File: src/rtl/mem_port_arbiter.sv
// Arbitrates the data memory's single read/write port between requester 0 (LSU) and requester 1 (DMA).
// Round-robin ownership FSM with a burst limit. Define ARB_STATS_EN to build the grant/wait counters.
module mem_port_arbiter #(
  parameter int AW        = 32,
  parameter int DW        = 32,
  parameter int MAX_BURST = 4
) (
  input  logic          clk,
  input  logic          rst_n,
  input  logic          req0,
  input  logic          we0,
  input  logic [AW-1:0] addr0,
  input  logic [DW-1:0] wd0,
  output logic          gnt0,
  output logic          rvalid0,
  output logic [DW-1:0] rdata0,
  input  logic          req1,
  input  logic          we1,
  input  logic [AW-1:0] addr1,
  input  logic [DW-1:0] wd1,
  output logic          gnt1,
  output logic          rvalid1,
  output logic [DW-1:0] rdata1,
  output logic          mem_we,
  output logic [AW-1:0] mem_rwa,
  output logic [DW-1:0] mem_wd,
  input  logic [DW-1:0] mem_rwd,
  output logic [1:0]    owner,
  output logic [15:0]   gnt_cnt0,
  output logic [15:0]   gnt_cnt1,
  output logic [15:0]   wait_cnt
);

  localparam logic [1:0] ST_IDLE = 2'b00;
  localparam logic [1:0] ST_OWN0 = 2'b01;
  localparam logic [1:0] ST_OWN1 = 2'b10;

  localparam int          CW          = $clog2(MAX_BURST + 1);
  localparam logic [CW-1:0] BURST_SAT = CW'(MAX_BURST);
  localparam logic [31:0]   BURST_LIM = MAX_BURST;

  logic [1:0]    state_q, state_d;
  logic [CW-1:0] burst_cnt_q, burst_cnt_d;
  logic          rr_ptr_q, rr_ptr_d;
  logic          rvalid0_q, rvalid0_d;
  logic          rvalid1_q, rvalid1_d;
  logic [DW-1:0] rdata0_q, rdata0_d;
  logic [DW-1:0] rdata1_q, rdata1_d;

  logic gnt_any;
  logic burst_hit;

  // Port mux and grants follow the registered owner only, so a requester sees
  // its grant in the same cycle it holds req while owning the port.
  always_comb begin
    // NOTE: every combinational output gets a default first so no path leaves it unassigned (no latch).
    mem_we  = 1'b0;
    mem_rwa = '0;
    mem_wd  = '0;
    gnt0    = 1'b0;
    gnt1    = 1'b0;
    case (state_q)
      ST_OWN0: begin
        mem_rwa = addr0;
        mem_wd  = wd0;
        mem_we  = we0 & req0;
        gnt0    = req0;
      end
      ST_OWN1: begin
        mem_rwa = addr1;
        mem_wd  = wd1;
        mem_we  = we1 & req1;
        gnt1    = req1;
      end
      default: ;
    endcase
  end

  assign gnt_any   = gnt0 | gnt1;
  assign burst_hit = (32'(burst_cnt_q) + 32'(gnt_any)) >= BURST_LIM;

  always_comb begin
    state_d = state_q;
    case (state_q)
      ST_IDLE: begin
        if (req0 && req1)  state_d = rr_ptr_q ? ST_OWN1 : ST_OWN0;
        else if (req0)     state_d = ST_OWN0;
        else if (req1)     state_d = ST_OWN1;
        else               state_d = ST_IDLE;
      end
      ST_OWN0: begin
        if (req1 && (!req0 || burst_hit)) state_d = ST_OWN1;
        else if (req0)                    state_d = ST_OWN0;
        else                              state_d = ST_IDLE;
      end
      ST_OWN1: begin
        if (req0 && (!req1 || burst_hit)) state_d = ST_OWN0;
        else if (req1)                    state_d = ST_OWN1;
        else                              state_d = ST_IDLE;
      end
      default: state_d = ST_IDLE;
    endcase
  end

  // Burst count restarts on every ownership change; rr_ptr favours the requester that just lost out.
  always_comb begin
    burst_cnt_d = burst_cnt_q;
    rr_ptr_d    = rr_ptr_q;
    if (state_d != state_q || state_d == ST_IDLE) begin
      burst_cnt_d = '0;
    end else if (gnt_any && burst_cnt_q < BURST_SAT) begin
      burst_cnt_d = burst_cnt_q + CW'(1);
    end
    if (state_d == ST_OWN0 && state_q != ST_OWN0) rr_ptr_d = 1'b1;
    if (state_d == ST_OWN1 && state_q != ST_OWN1) rr_ptr_d = 1'b0;
  end

  always_comb begin
    rvalid0_d = gnt0 & ~we0;
    rvalid1_d = gnt1 & ~we1;
    rdata0_d  = rvalid0_d ? mem_rwd : rdata0_q;
    rdata1_d  = rvalid1_d ? mem_rwd : rdata1_q;
  end

  always_ff @(posedge clk or negedge rst_n) begin
    if (!rst_n) begin
      state_q     <= ST_IDLE;
      burst_cnt_q <= '0;
      rr_ptr_q    <= 1'b0;
      rvalid0_q   <= 1'b0;
      rvalid1_q   <= 1'b0;
      rdata0_q    <= '0;
      rdata1_q    <= '0;
    end else begin
      // NOTE: non-blocking assignments so every flop samples the pre-edge values.
      state_q     <= state_d;
      burst_cnt_q <= burst_cnt_d;
      rr_ptr_q    <= rr_ptr_d;
      rvalid0_q   <= rvalid0_d;
      rvalid1_q   <= rvalid1_d;
      rdata0_q    <= rdata0_d;
      rdata1_q    <= rdata1_d;
    end
  end

  assign rvalid0 = rvalid0_q;
  assign rvalid1 = rvalid1_q;
  assign rdata0  = rdata0_q;
  assign rdata1  = rdata1_q;
  assign owner   = state_q;

`ifdef ARB_STATS_EN
  logic [15:0] gnt_cnt0_q, gnt_cnt0_d;
  logic [15:0] gnt_cnt1_q, gnt_cnt1_d;
  logic [15:0] wait_cnt_q, wait_cnt_d;
  logic        wait_any;

  assign wait_any = (req0 & ~gnt0) | (req1 & ~gnt1);

  // All counters saturate rather than wrap.
  always_comb begin
    gnt_cnt0_d = gnt_cnt0_q;
    gnt_cnt1_d = gnt_cnt1_q;
    wait_cnt_d = wait_cnt_q;
    if (gnt0 && gnt_cnt0_q != 16'hFFFF)     gnt_cnt0_d = gnt_cnt0_q + 16'd1;
    if (gnt1 && gnt_cnt1_q != 16'hFFFF)     gnt_cnt1_d = gnt_cnt1_q + 16'd1;
    if (wait_any && wait_cnt_q != 16'hFFFF) wait_cnt_d = wait_cnt_q + 16'd1;
  end

  always_ff @(posedge clk or negedge rst_n) begin
    if (!rst_n) begin
      gnt_cnt0_q <= '0;
      gnt_cnt1_q <= '0;
      wait_cnt_q <= '0;
    end else begin
      gnt_cnt0_q <= gnt_cnt0_d;
      gnt_cnt1_q <= gnt_cnt1_d;
      wait_cnt_q <= wait_cnt_d;
    end
  end

  assign gnt_cnt0 = gnt_cnt0_q;
  assign gnt_cnt1 = gnt_cnt1_q;
  assign wait_cnt = wait_cnt_q;
`else
  assign gnt_cnt0 = '0;
  assign gnt_cnt1 = '0;
  assign wait_cnt = '0;
`endif

endmodule
File: config.mk
export PLATFORM = sky130hd
export DESIGN_NAME = mem_port_arbiter
export DESIGN_NICKNAME = d
export VERILOG_FILES = /design/src/rtl/mem_port_arbiter.sv
export SDC_FILE = /design/constraint.sdc
export NUM_CORES = 1
export LEC_CHECK = 0
export BUFFER_PORTS_ARGS = -buffer_cell sky130_fd_sc_hd__buf_2
export CORE_AREA = 2 2 137 139
export DETAILED_ROUTE_END_ITERATION = 12
export DIE_AREA = 0 0 139 141
export PLACE_DENSITY_LB_ADDON = 0.1
export SETUP_SLACK_MARGIN = 0.2
export SYNTH_ARGS = -nofsm -noshare
export SYNTH_HDL_FRONTEND = slang
export SYNTH_SLANG_ARGS = --single-unit
export TNS_END_PERCENT = 5
File: constraint.sdc
create_clock -name clk -period 1.9 [get_ports clk]
set_input_delay 0.095 -clock clk [delete_from_list [all_inputs] [get_ports clk]]
set_output_delay 0.095 -clock clk [all_outputs]
set_load 0.01 [all_outputs]
==> impl_metrics.toml <==
[outcome]
status = "finished, final reports clean"

[die]
dieArea_um2 = 19600
dieWidth_um = 139
coreArea_um2 = 18300
dieHeight_um = 141
ios = 349
num_rows = 50
start_util_pct = 23.1

[critical_path]
rr_worst_depth = 7
cp.arrival_ns = 2.13
cp.required_ns = 2.15
start_kind = "flip-flop"
worstSetupPathType = "flip-flop to flip-flop"
end_kind = "flip-flop"
r2r_slack_ns = 0.02
cp_max_fo = 6
r2r-end = "burst_cnt_q[2]"
regToRegStartpoint = "owner[0]"

[yosys]
ys_types = 32
syn_area_um2 = 4220
synth_edf_count = 0
ys_warn_count = 0
yosysTopAreaCell = "dfrtp_1"
synth.area.top_cells = "dfrtp_1 43%, nand2_1 18%, a22oi_1 11%"
ys_seq_area_share_pct = 42.7
async_flop_share_pct = 100
synth-main-ff-cell = "dfrtp_1"
ys_ff_latch = 72
postSynthAreaPerCell_um2 = 8.03
synth_cells = 526
synth_top_area_share_pct = 42.7

[pwr]
ir_drop_uv = 632
power_frac_seq_pct = 25.7
pwr-share-clk_pct = 18.3
netSwitchingFraction_pct = 41.1
p_switching_mw = 4.24
powerDensity_nw_per_um2 = 1530
power.leakage_nw = 3.73
power_frac_comb_pct = 56.1
internal_power_mw = 6.09

[timing]
worst_pin_slew_ns = 0.578
period_share_pct = 98.8
max_slew_margin_pct = 61.5
setup_viol = 0
post-route-min-period_ns = 1.88
final-hold-violation-count = 0
slew_violations = 0
fmax_ghz = 0.533
finClkSkew_ns = 0.00499
rsz0062_at_grt = "true"

[clocking]
clkTransAtPathRegs_ns = 0.06
cts_tree = "yes"
cts_made_buffers = 9
cts.sinks = 72
htreeDepth = 3
root_buffer = "clkbuf_16"
clk_path_buf_depth = 2
clock_latency_ns = 0.33

[layout]
final_area_um2 = 6760
utilization_pct = 37.0
area_growth_syn_to_layout_pct = 60.0
nFillCells = 1986
layout.nets = 1025
drive_above_1_share_pct = 42.5

[placed_design]
gp_congestion = 0.793
placed_area_um2 = 5920
dp_hpwl_mm = 13.1
port-buffer-count = 300

[hold_path]
min_delay_path_depth = 4
worstHoldStart = "we1"
min_path_type = "input port to flip-flop"
holdPathEnd = "rvalid1"

[routing]
finalWirelength_mm = 17.2
wire_per_inst_um = 15.7
drt_iter0_markers = 239
vias = 4722
vias_per_cell = 4.32
route.detailed.drc = 0
drtAntennaViolNets = 0
dr.pass1.iters = 5

[grt]
grt_pass1_wl_mm = 25.8
overflow = 0
globalRouteTotalUtil_pct = 16.7
grt_pass1_vias = 4629
grt_max_degree = 42
antenna_found_initial = 1

[flow_run]
cap_violations = 0
## worst max-delay path, cell delays in order (launching register included)
cell      delay, ns
dfrtp_2        0.45
inv_4          0.10
ha_4           0.19
nor2_1         0.05
o31a_1         0.28
a31o_1         0.18
a2111o_1       0.41
a21oi_1        0.14
## kinds of logic after synthesis
| group | after synthesis | share of synthesized area, % |
|---|---|---|
| multiplexers | 1 | 0.237 |
| other | 1 | 0.0888 |
| XOR/XNOR | 1 | 0.207 |
| adder cells (fa/ha/maj) | 5 | 1.48 |
| AO/OA/AOI/OAI | 80 | 14.0 |
| buffers and inverters | 90 | 12.4 |
| flip-flops | 72 | 42.7 |
| AND/OR/NAND/NOR | 276 | 28.8 |
## through the flow
stage                     TNS [ns]  setup WS (ns)  power [mW]  std cells  hold slack [ns]
after floorplan                  0          0.131        5.81        573           -0.201
after global placement           0          0.111        8.06       1040            0.127
after detailed placement         0         0.0373        8.10       1040            0.142
after CTS                        0         0.0232        10.4       1093            0.286
after global routing        -0.721        -0.0530        11.1       1094            0.309
final                            0         0.0226        10.3       1094            0.284
## state kept, by name (all words and copies together) (netlist names)
| register | cells |
|---|---|
| rvalid0 | 1 |
| owner | 2 |
| burst_cnt_q | 3 |
| rdata0 | 32 |
| rdata1 | 32 |
| rvalid1 | 1 |
| rr_ptr_q | 1 |
## cells in the mapped netlist (all sizes together) (2+ instances only)
cell type,n
ha,5
nor2b,64
a21oi,6
a21boi,2
inv,7
clkbuf,23
or2,2
nand2,200
nand3,2
buf,60
nor2,2
a22oi,64
nand4,2
dfrtp,72
## layer usage
metal,global-route usage [%],up-vias,wire [um],share of wire (%)
met5,0,-,0,0
met4,4.41,0,210,1.2
met3,4.31,11,1330,7.8
met2,27.1,233,8210,48
met1,22.2,2204,7410,43
li1,-,2274,-,-
## placed cells by master (no fill, tap or decap), types with 3 or more instances in the layout
cell	count
buf_2	299
nand2_1	200
dfrtp_1	70
a22oi_1	57
nor2b_1	57
conb_1	48
dlygate4sd3_1	33
clkbuf_16	9
buf_4	8
buf_12	8
a22oi_2	7
nor2b_2	7
a21oi_1	5
inv_2	4
ha_4	3
buf_6	3
## final cells by class
class | instances | area [um2] | area share (%)
sequential | 72 | 1800 | 26.7
timing repair buffer | 353 | 2120 | 31.4
clock buffer | 11 | 253 | 3.74
tap | 234 | 293 | 4.33
inverter | 7 | 31.3 | 0.463
clock inverter | 5 | 78.8 | 1.17
multi-input combinational | 411 | 2170 | 32.1
antenna | 1 | 2.50 | 0.0370
## worst max-delay path by stage
stage | startpoint | end | slack (ns) | cells past startpoint
floorplan | owner[0] | burst_cnt_q[0] | 0.13 | 7
global placement | owner[0] | burst_cnt_q[0] | 0.11 | 7
detailed placement | owner[0] | burst_cnt_q[1] | 0.04 | 7
CTS | owner[1] | mem_wd[16] | 0.02 | 6
global route | owner[1] | mem_wd[0] | -0.05 | 6
finish | owner[0] | burst_cnt_q[2] | 0.02 | 7
## power groups by stage
stage | clock network [mW] | logic, mW | registers [mW]
2_1_floorplan | 0 | 2.79 | 3.02
3_3_place_gp | 0 | 5.40 | 2.66
3_5_place_dp | 0 | 5.42 | 2.68
4_1_cts | 1.92 | 5.77 | 2.66
5_1_grt | 2.00 | 6.37 | 2.75
6_report | 1.89 | 5.79 | 2.65
## repair_timing
| action | 4_1_cts | 5_1_grt |
|---|---|---|
| buffers inserted | 3 | 0 |
| pin swaps | 5 | 2 |
| setup endpoints to repair | 109 | 134 |
| endpoints found under the hold margin | 104 | 0 |
| cloned | 1 | 0 |
| hold buffers | 33 | 0 |
| gates resized for setup | 12 | 24 |
No activity file was read; power rests on OpenSTA's default activity.
